**config.mk**
```make
export PLATFORM = sky130hd
export DESIGN_NAME = param_regfile_led
export DESIGN_NICKNAME = d
export VERILOG_FILES = /design/src/rtl/regfile_pkg.sv /design/src/rtl/led_byte_scanner.sv /design/src/rtl/param_regfile_led.sv
export SDC_FILE = /design/constraint.sdc
export NUM_CORES = 2
export LEC_CHECK = 0
export CORE_AREA = 2 2 358 360
export CTS_CLUSTER_DIAMETER = 40
export DETAILED_ROUTE_END_ITERATION = 10
export DIE_AREA = 0 0 360 362
export DONT_BUFFER_PORTS = 1
export HOLD_SLACK_MARGIN = 0.15
export PLACE_DENSITY_LB_ADDON = 0.2
export RECOVER_POWER = 25
export SLEW_MARGIN = 20
export SYNTH_ARGS = -nofsm -noshare
export SYNTH_HDL_FRONTEND = slang
export SYNTH_SLANG_ARGS = --single-unit
export TNS_END_PERCENT = 50
```
**constraint.sdc**
```tcl
create_clock -name Clk -period 2.4 [get_ports Clk]
set_input_delay 0.48 -clock Clk [delete_from_list [all_inputs] [get_ports Clk]]
set_output_delay 0.48 -clock Clk [all_outputs]
set_load 0.005 [all_outputs]
```
**src/rtl/regfile_pkg.sv**
```systemverilog
// Shared constants and sizing helpers for the parametrised register file and its LED viewer.
package regfile_pkg;

    localparam logic LED_MODE_MANUAL = 1'b0;
    localparam logic LED_MODE_AUTO   = 1'b1;
    localparam logic LED_SRC_A       = 1'b0;
    localparam logic LED_SRC_B       = 1'b1;

    function automatic int unsigned nbytes(input int unsigned data_w);
        return data_w / 8;
    endfunction

    // Byte-index width; at least one bit even for a single-byte word.
    function automatic int unsigned sel_width(input int unsigned data_w);
        return (data_w / 8 > 1) ? $clog2(data_w / 8) : 1;
    endfunction

endpackage

```
**src/rtl/led_byte_scanner.sv**
```systemverilog
// Registered LED byte viewer: manual byte select or auto-scan through the bytes of a word.
module led_byte_scanner
    import regfile_pkg::*;
#(
    parameter int unsigned DATA_W   = 32,
    parameter int unsigned SCAN_DIV = 16,
    localparam int unsigned NBYTES  = nbytes(DATA_W),
    localparam int unsigned SEL_W   = sel_width(DATA_W)
) (
    input  logic              clk,
    input  logic              rst_n,
    input  logic              mode,
    input  logic [SEL_W-1:0]  sel,
    input  logic [DATA_W-1:0] word,
    output logic [7:0]        led
);

    localparam int unsigned DIV_W = $clog2(SCAN_DIV);
    localparam logic [DIV_W-1:0] DIV_LAST = DIV_W'(SCAN_DIV - 1);
    localparam logic [SEL_W-1:0] IDX_LAST = SEL_W'(NBYTES - 1);

    logic [DIV_W-1:0] div_q;
    logic [SEL_W-1:0] idx_q;
    logic             mode_q;
    logic [7:0]       led_q;
    logic [SEL_W-1:0] pick;
    logic [7:0]       byte_sel;

    // Out-of-range manual selects fall through to 8'h00.
    always_comb begin
        pick     = (mode == LED_MODE_MANUAL) ? sel : idx_q;
        byte_sel = 8'h00;
        for (int unsigned b = 0; b < NBYTES; b++) begin
            if (pick == SEL_W'(b)) byte_sel = word[b*8 +: 8];
        end
    end

    always_ff @(posedge clk or negedge rst_n) begin
        if (!rst_n) begin
            div_q  <= '0;
            idx_q  <= '0;
            mode_q <= LED_MODE_MANUAL;
            led_q  <= 8'h00;
        end else begin
            mode_q <= mode;
            led_q  <= byte_sel;
            // Manual mode and the entry edge into auto both restart the scan.
            if (mode != LED_MODE_AUTO || mode_q != LED_MODE_AUTO) begin
                div_q <= '0;
                idx_q <= '0;
            end else if (div_q == DIV_LAST) begin
                div_q <= '0;
                idx_q <= (idx_q == IDX_LAST) ? '0 : idx_q + 1'b1;
            end else begin
                div_q <= div_q + 1'b1;
            end
        end
    end

    assign led = led_q;

endmodule

```
**src/rtl/param_regfile_led.sv**
```systemverilog
// Parametrised 1W/2R register file with LED byte viewer.
// Define REGFILE_BYPASS_EN for write-first forwarding on both read ports.
module param_regfile_led
    import regfile_pkg::*;
#(
    parameter int unsigned ADDR_W   = 5,
    parameter int unsigned DATA_W   = 32,
    parameter int unsigned SCAN_DIV = 16,
    parameter int unsigned ZERO_REG = 1,
    localparam int unsigned DEPTH   = 2 ** ADDR_W,
    localparam int unsigned SEL_W   = sel_width(DATA_W)
) (
    input  logic              Clk,
    input  logic              Reset,
    input  logic [ADDR_W-1:0] R_Addr_A,
    input  logic [ADDR_W-1:0] R_Addr_B,
    input  logic [ADDR_W-1:0] W_Addr,
    input  logic [DATA_W-1:0] W_Data,
    input  logic              Write_Reg,
    output logic [DATA_W-1:0] R_Data_A,
    output logic [DATA_W-1:0] R_Data_B,
    input  logic              LED_Src,
    input  logic              LED_Mode,
    input  logic [SEL_W-1:0]  LED_Sel,
    output logic [7:0]        LED
);

    logic [DATA_W-1:0] regs_q [DEPTH];
    logic              wr_zero;
    logic [DATA_W-1:0] src_word;

    assign wr_zero = (ZERO_REG != 0) && (W_Addr == '0);

    always_ff @(posedge Clk or negedge Reset) begin
        if (!Reset) begin
            for (int i = 0; i < DEPTH; i++) regs_q[i] <= '0;
        end else if (Write_Reg && !wr_zero) begin
            regs_q[W_Addr] <= W_Data;
        end
    end

    always_comb begin
        R_Data_A = regs_q[R_Addr_A];
        R_Data_B = regs_q[R_Addr_B];
        if (ZERO_REG != 0 && R_Addr_A == '0) R_Data_A = '0;
        if (ZERO_REG != 0 && R_Addr_B == '0) R_Data_B = '0;
`ifdef REGFILE_BYPASS_EN
        if (Write_Reg && !wr_zero && R_Addr_A == W_Addr) R_Data_A = W_Data;
        if (Write_Reg && !wr_zero && R_Addr_B == W_Addr) R_Data_B = W_Data;
`endif
    end

    assign src_word = (LED_Src == LED_SRC_A) ? R_Data_A : R_Data_B;

    led_byte_scanner #(
        .DATA_W   (DATA_W),
        .SCAN_DIV (SCAN_DIV)
    ) u_scanner (
        .clk   (Clk),
        .rst_n (Reset),
        .mode  (LED_Mode),
        .sel   (LED_Sel),
        .word  (src_word),
        .led   (LED)
    );

endmodule

```
==> impl_summary.md <==
Place
Including well taps, the total number of placed cells is 5586. The wire-length estimate of the detail-placed layout is 123400 um. The number of I/O port buffers is 0. The congestion estimate from routability-driven global placement came to 0.9163. The placed instances occupy a cell area of 60310 um^2.

The post-placement setup slack is -0.7586 ns.

Worst setup path
The reg-to-reg startpoint is u_scanner.idx_q[1]. Together, buffers and inverters on the worst path number 2. The endpoint identified for the worst register-to-register timing path is u_scanner.led[1]. The number of cells traversed by the worst register-to-register path is 7. The critical path's largest stage delay is 0.53 ns. The library cell contributing the largest single delay on the critical path is nand2b_1.

At the worst endpoint, the arrival time is 2.66 ns. The critical path in this run is classified as in2out. The startpoint type of the worst setup path is an input port.

Traced cell by cell, the critical path runs through nand2b_1, buf_4, o21ai_0, o21ai_0, nor4bb_4, buf_4. The nature of the critical path endpoint is an output port. The register-to-register setup slack is -0.05 ns. The worst-path maximum fanout is 302. At the worst endpoint, the required time is 1.92 ns. Among cell families on the critical path, the largest total delay comes from simple AND/OR/NAND/NOR gates.

Drt
The number of vias per cell after detailed routing is 6.669. The detail route stage leaves a number of antenna-violating nets equal to 0. In the routed design, unresolved DRC markers number 0. The post-detailed-route wirelength per cell is 35.50 um.

The detailed-router iteration count before antenna repair is 6. The routed wire length is 213200 um. The number of DRC violations after detailed-routing iteration 0 is 4572. The detailed router placed 40052 vias in this run.

Synth
In this run the mean area of a mapped cell was 14.37 um^2. Synthesis inferred 1039 register bits. The Yosys step of the flow raised 0 warnings. The portion of synthesized cell area occupied by the leading cell type is 46.04%. dfrtp_1 is the most common cell in the netlist. The post-synth design cell area is 56470 um^2. The part of the Yosys area used for sequential elements is 46.04%.

Counting flops with an async set or reset pin after synthesis yields a share of 100.0%. dfrtp_1 takes more of the synthesized area than any other cell. Synthesis produced 3929 cells. Yosys attributes the largest share of cell area to dfrtp_1 46%, mux2_2 21%, mux4_2 14%. The top flip-flop cell by instance count after synthesis is dfrtp_1. The count of distinct cell types in the synthesized netlist is 79. The synthesized design contains 0 enable-type register cells.

Synthesis produced a netlist with a net count of 3985. The commonest cells after synthesis are 1039 x dfrtp_1, 1030 x mux2_2, 353 x mux4_2.

Power
Of the total power, the share spent switching nets is 27.27%. Combinational cells account for 19.6% of the total power. The leakage power total is 29.80 nW. The post-layout total power is 60.40 mW. The power density over the cells is 883.6 nW/um^2. The internal cell power is 43.93 mW. The maximum vdd drop is 0.0007591 V. In this run the power spent charging and discharging nets is 16.47 mW. The sequential group share of total power is 38.6%.

Of the total power, the clock network draws 41.8%.

Worst hold path
The launch instance of the worst min-delay path is W_Addr[2]. The number of cells traversed by the worst hold path is 3. The min-delay analysis places its worst path in the category in2reg. The path with the worst hold slack has its endpoint at regs_q[423].

Global routing
The first global-routing pass estimated 304000 um of wire. Global routing used 32.55% of the available tracks across all layers. The number of antenna violations at the first check in global routing is 7. Entering global routing, the biggest net connects 1040 pins.

The total grt overflow is 0. The number of global-route vias before repair was 40493.

Timing
Setup slack on the critical path of the routed design comes to -0.7399 ns. The count of final max-slew check failures was 251. The setup violation total in the final timing report is 138. On the final layout, the worst clock skew is 0.04043 ns. Setup repair after global routing could not meet its margin everywhere. The transition at the pin with the smallest max-transition slack is 1.971 ns. Based on the critical path, the design can be clocked at up to 318.5 MHz. The post-layout minimum cycle time is 3.140 ns. The headroom to the max-slew limit is -31.40%. The total count of hold-check failures in the final report is 0. Of the available clock period, the critical path in the final layout requires 130.8%.

Clocking
The H-tree depth is 4. The clock slew at the register clock pins of the worst setup and hold paths is 0.05 ns. The total clock buffers created by CTS is 167. The root buffer cell chosen for the clock tree is clkbuf_16. The clock tree from TritonCTS is yes. The tree built by TritonCTS fans out to 1039 sinks. The longest clock path from root to sink contains 3 buffers. Clock latency on the worst-skew pair, taken at its later pin, is 0.80 ns.

Floorplan
The die covers 130300 um^2. The horizontal extent of the die is 360 um. The area of the core is 126700 um^2. 126 I/O pins were placed. After floorplanning, the core was divided into 131 placement rows. The vertical extent of the die is 362 um. Once the floorplan was initialized, standard cells occupied 44.57% of the core.

Cells and area
In the final design database the tool counted 4256 nets. The layout overhead on the synthesized area is 21.04%. The filler cell count is 10457. The cell area after layout is 68350 um^2.

The share of layout cells above drive strength 1 is 55.60%. After the flow finishes, the layout carries non-filler instances totaling 6006.

Run status
The final reports fail on max-capacitance violations, max-slew violations, negative setup slack. The run finished, with violations left.

Job
The number of maximum-capacitance violations is 4.
==> kinds of logic (layout without fill, tap and decap cells) <==
family	Yosys count	count (layout)	synth area share (%)
compound gates	381	381	4.894
flops	1039	1039	46.04
other cells	0	6	0
mux	1659	1659	40.84
fa+ha+maj	2	2	0.04431
simple gates	413	413	3.625
buf+inv	434	843	4.542
xor+xnor	1	1	0.01551
==> state kept, by name, summed over array words and instances, names as in the netlist <==
signal	count
u_scanner.led	8
u_scanner.idx_q	2
regs_q	1024
u_scanner.div_q	4
u_scanner.mode_q	1
==> layout make-up <==
class,count,area (um^2),area share (%)
multi-input cells,2456,29160,42.67
flip-flops and latches,1039,26000,38.04
repair buffers,529,5230,7.652
clock buffers,213,4711,6.892
well taps,1662,2079,3.042
clock inverters,94,1127,1.649
inverters,7,26.28,0.03844
diodes,6,15.01,0.02197
==> layer usage <==
layer / track usage [%] / wire [um] / vias to the layer above
met2: 48.08 / 94010 / 2163
met1: 44.71 / 87080 / 21619
met5: 0 / 24 / -
li1: - / - / 15728
met3: 9.559 / 21830 / 538
met4: 14.06 / 10260 / 4
==> cells in the final DEF, fill, tap and decap left out, drive strengths merged, types with 10 or more instances in the layout <==
| cell | instances |
|---|---|
| o22ai | 45 |
| and3 | 17 |
| nor4 | 14 |
| clkinv | 45 |
| a211oi | 29 |
| and2 | 12 |
| a21oi | 44 |
| mux4 | 399 |
| a31oi | 12 |
| buf | 476 |
| nor2 | 88 |
| nor3 | 29 |
| nand2b | 22 |
| inv | 22 |
| a22o | 20 |
| o21ai | 42 |
| nand3 | 34 |
| clkinvlp | 15 |
| o221ai | 33 |
| bufinv | 19 |
| a221oi | 24 |
| mux2i | 229 |
| nand2 | 126 |
| dlygate4sd3 | 38 |
| clkbuf | 227 |
| nor2b | 23 |
| a22oi | 73 |
| nand4 | 10 |
| mux2 | 1031 |
| dfrtp | 1039 |
==> worst max-delay path by stage <==
stage | start | end | slack [ns] | depth (start not counted)
3_3_place_gp | R_Addr_A[0] | R_Data_A[21] | -0.74 | 7
6_report | R_Addr_A[1] | R_Data_A[27] | -0.74 | 6
2_1_floorplan | R_Addr_A[0] | R_Data_A[3] | -0.02 | 9
5_1_grt | regs_q[451] | R_Data_B[3] | -0.72 | 7
3_5_place_dp | R_Addr_A[0] | R_Data_A[21] | -0.76 | 7
4_1_cts | regs_q[15] | R_Data_A[15] | -0.67 | 6
==> stage by stage <==
stage	hold WS [ns]	utilization, %	TNS [ns]
floorplan	0.1844	-	-0.05704
global placement	0.2498	47.60	-15.23
detailed placement	0.2630	47.60	-15.75
CTS	-0.5801	53.65	-32.94
global route	0.2207	53.94	-119.11
finish	0.2608	53.95	-34.93
==> timing repair <==
action | CTS | global route
gates cloned | 0 | 2
hold endpoints to repair | 2045 | 357
setup buffers | 54 | 8
gates resized for setup | 220 | 68
pin swaps | 114 | 40
endpoints found under the setup margin | 68 | 272
hold buffers | 59 | 5
==> worst min-delay path: cells and delay by family <==
kind                   cells  cell delay, ns
muxes                      1            0.27
buffers and inverters      1            0.22
and+or+nand+nor            1            0.03
==> power by group through the flow <==
| stage | Sequential (mW) | Combinational (mW) | Clock [mW] |
|---|---|---|---|
| 4_1_cts | 23.2 | 11.2 | 25.4 |
| 3_5_place_dp | 23.5 | 10.0 | 0 |
| 6_report | 23.3 | 11.8 | 25.2 |
| 3_3_place_gp | 23.3 | 9.86 | 0 |
| 5_1_grt | 23.7 | 12.5 | 26.2 |
| 2_1_floorplan | 22.6 | 7.92 | 0 |
No activity file was read; power rests on OpenSTA's default activity.
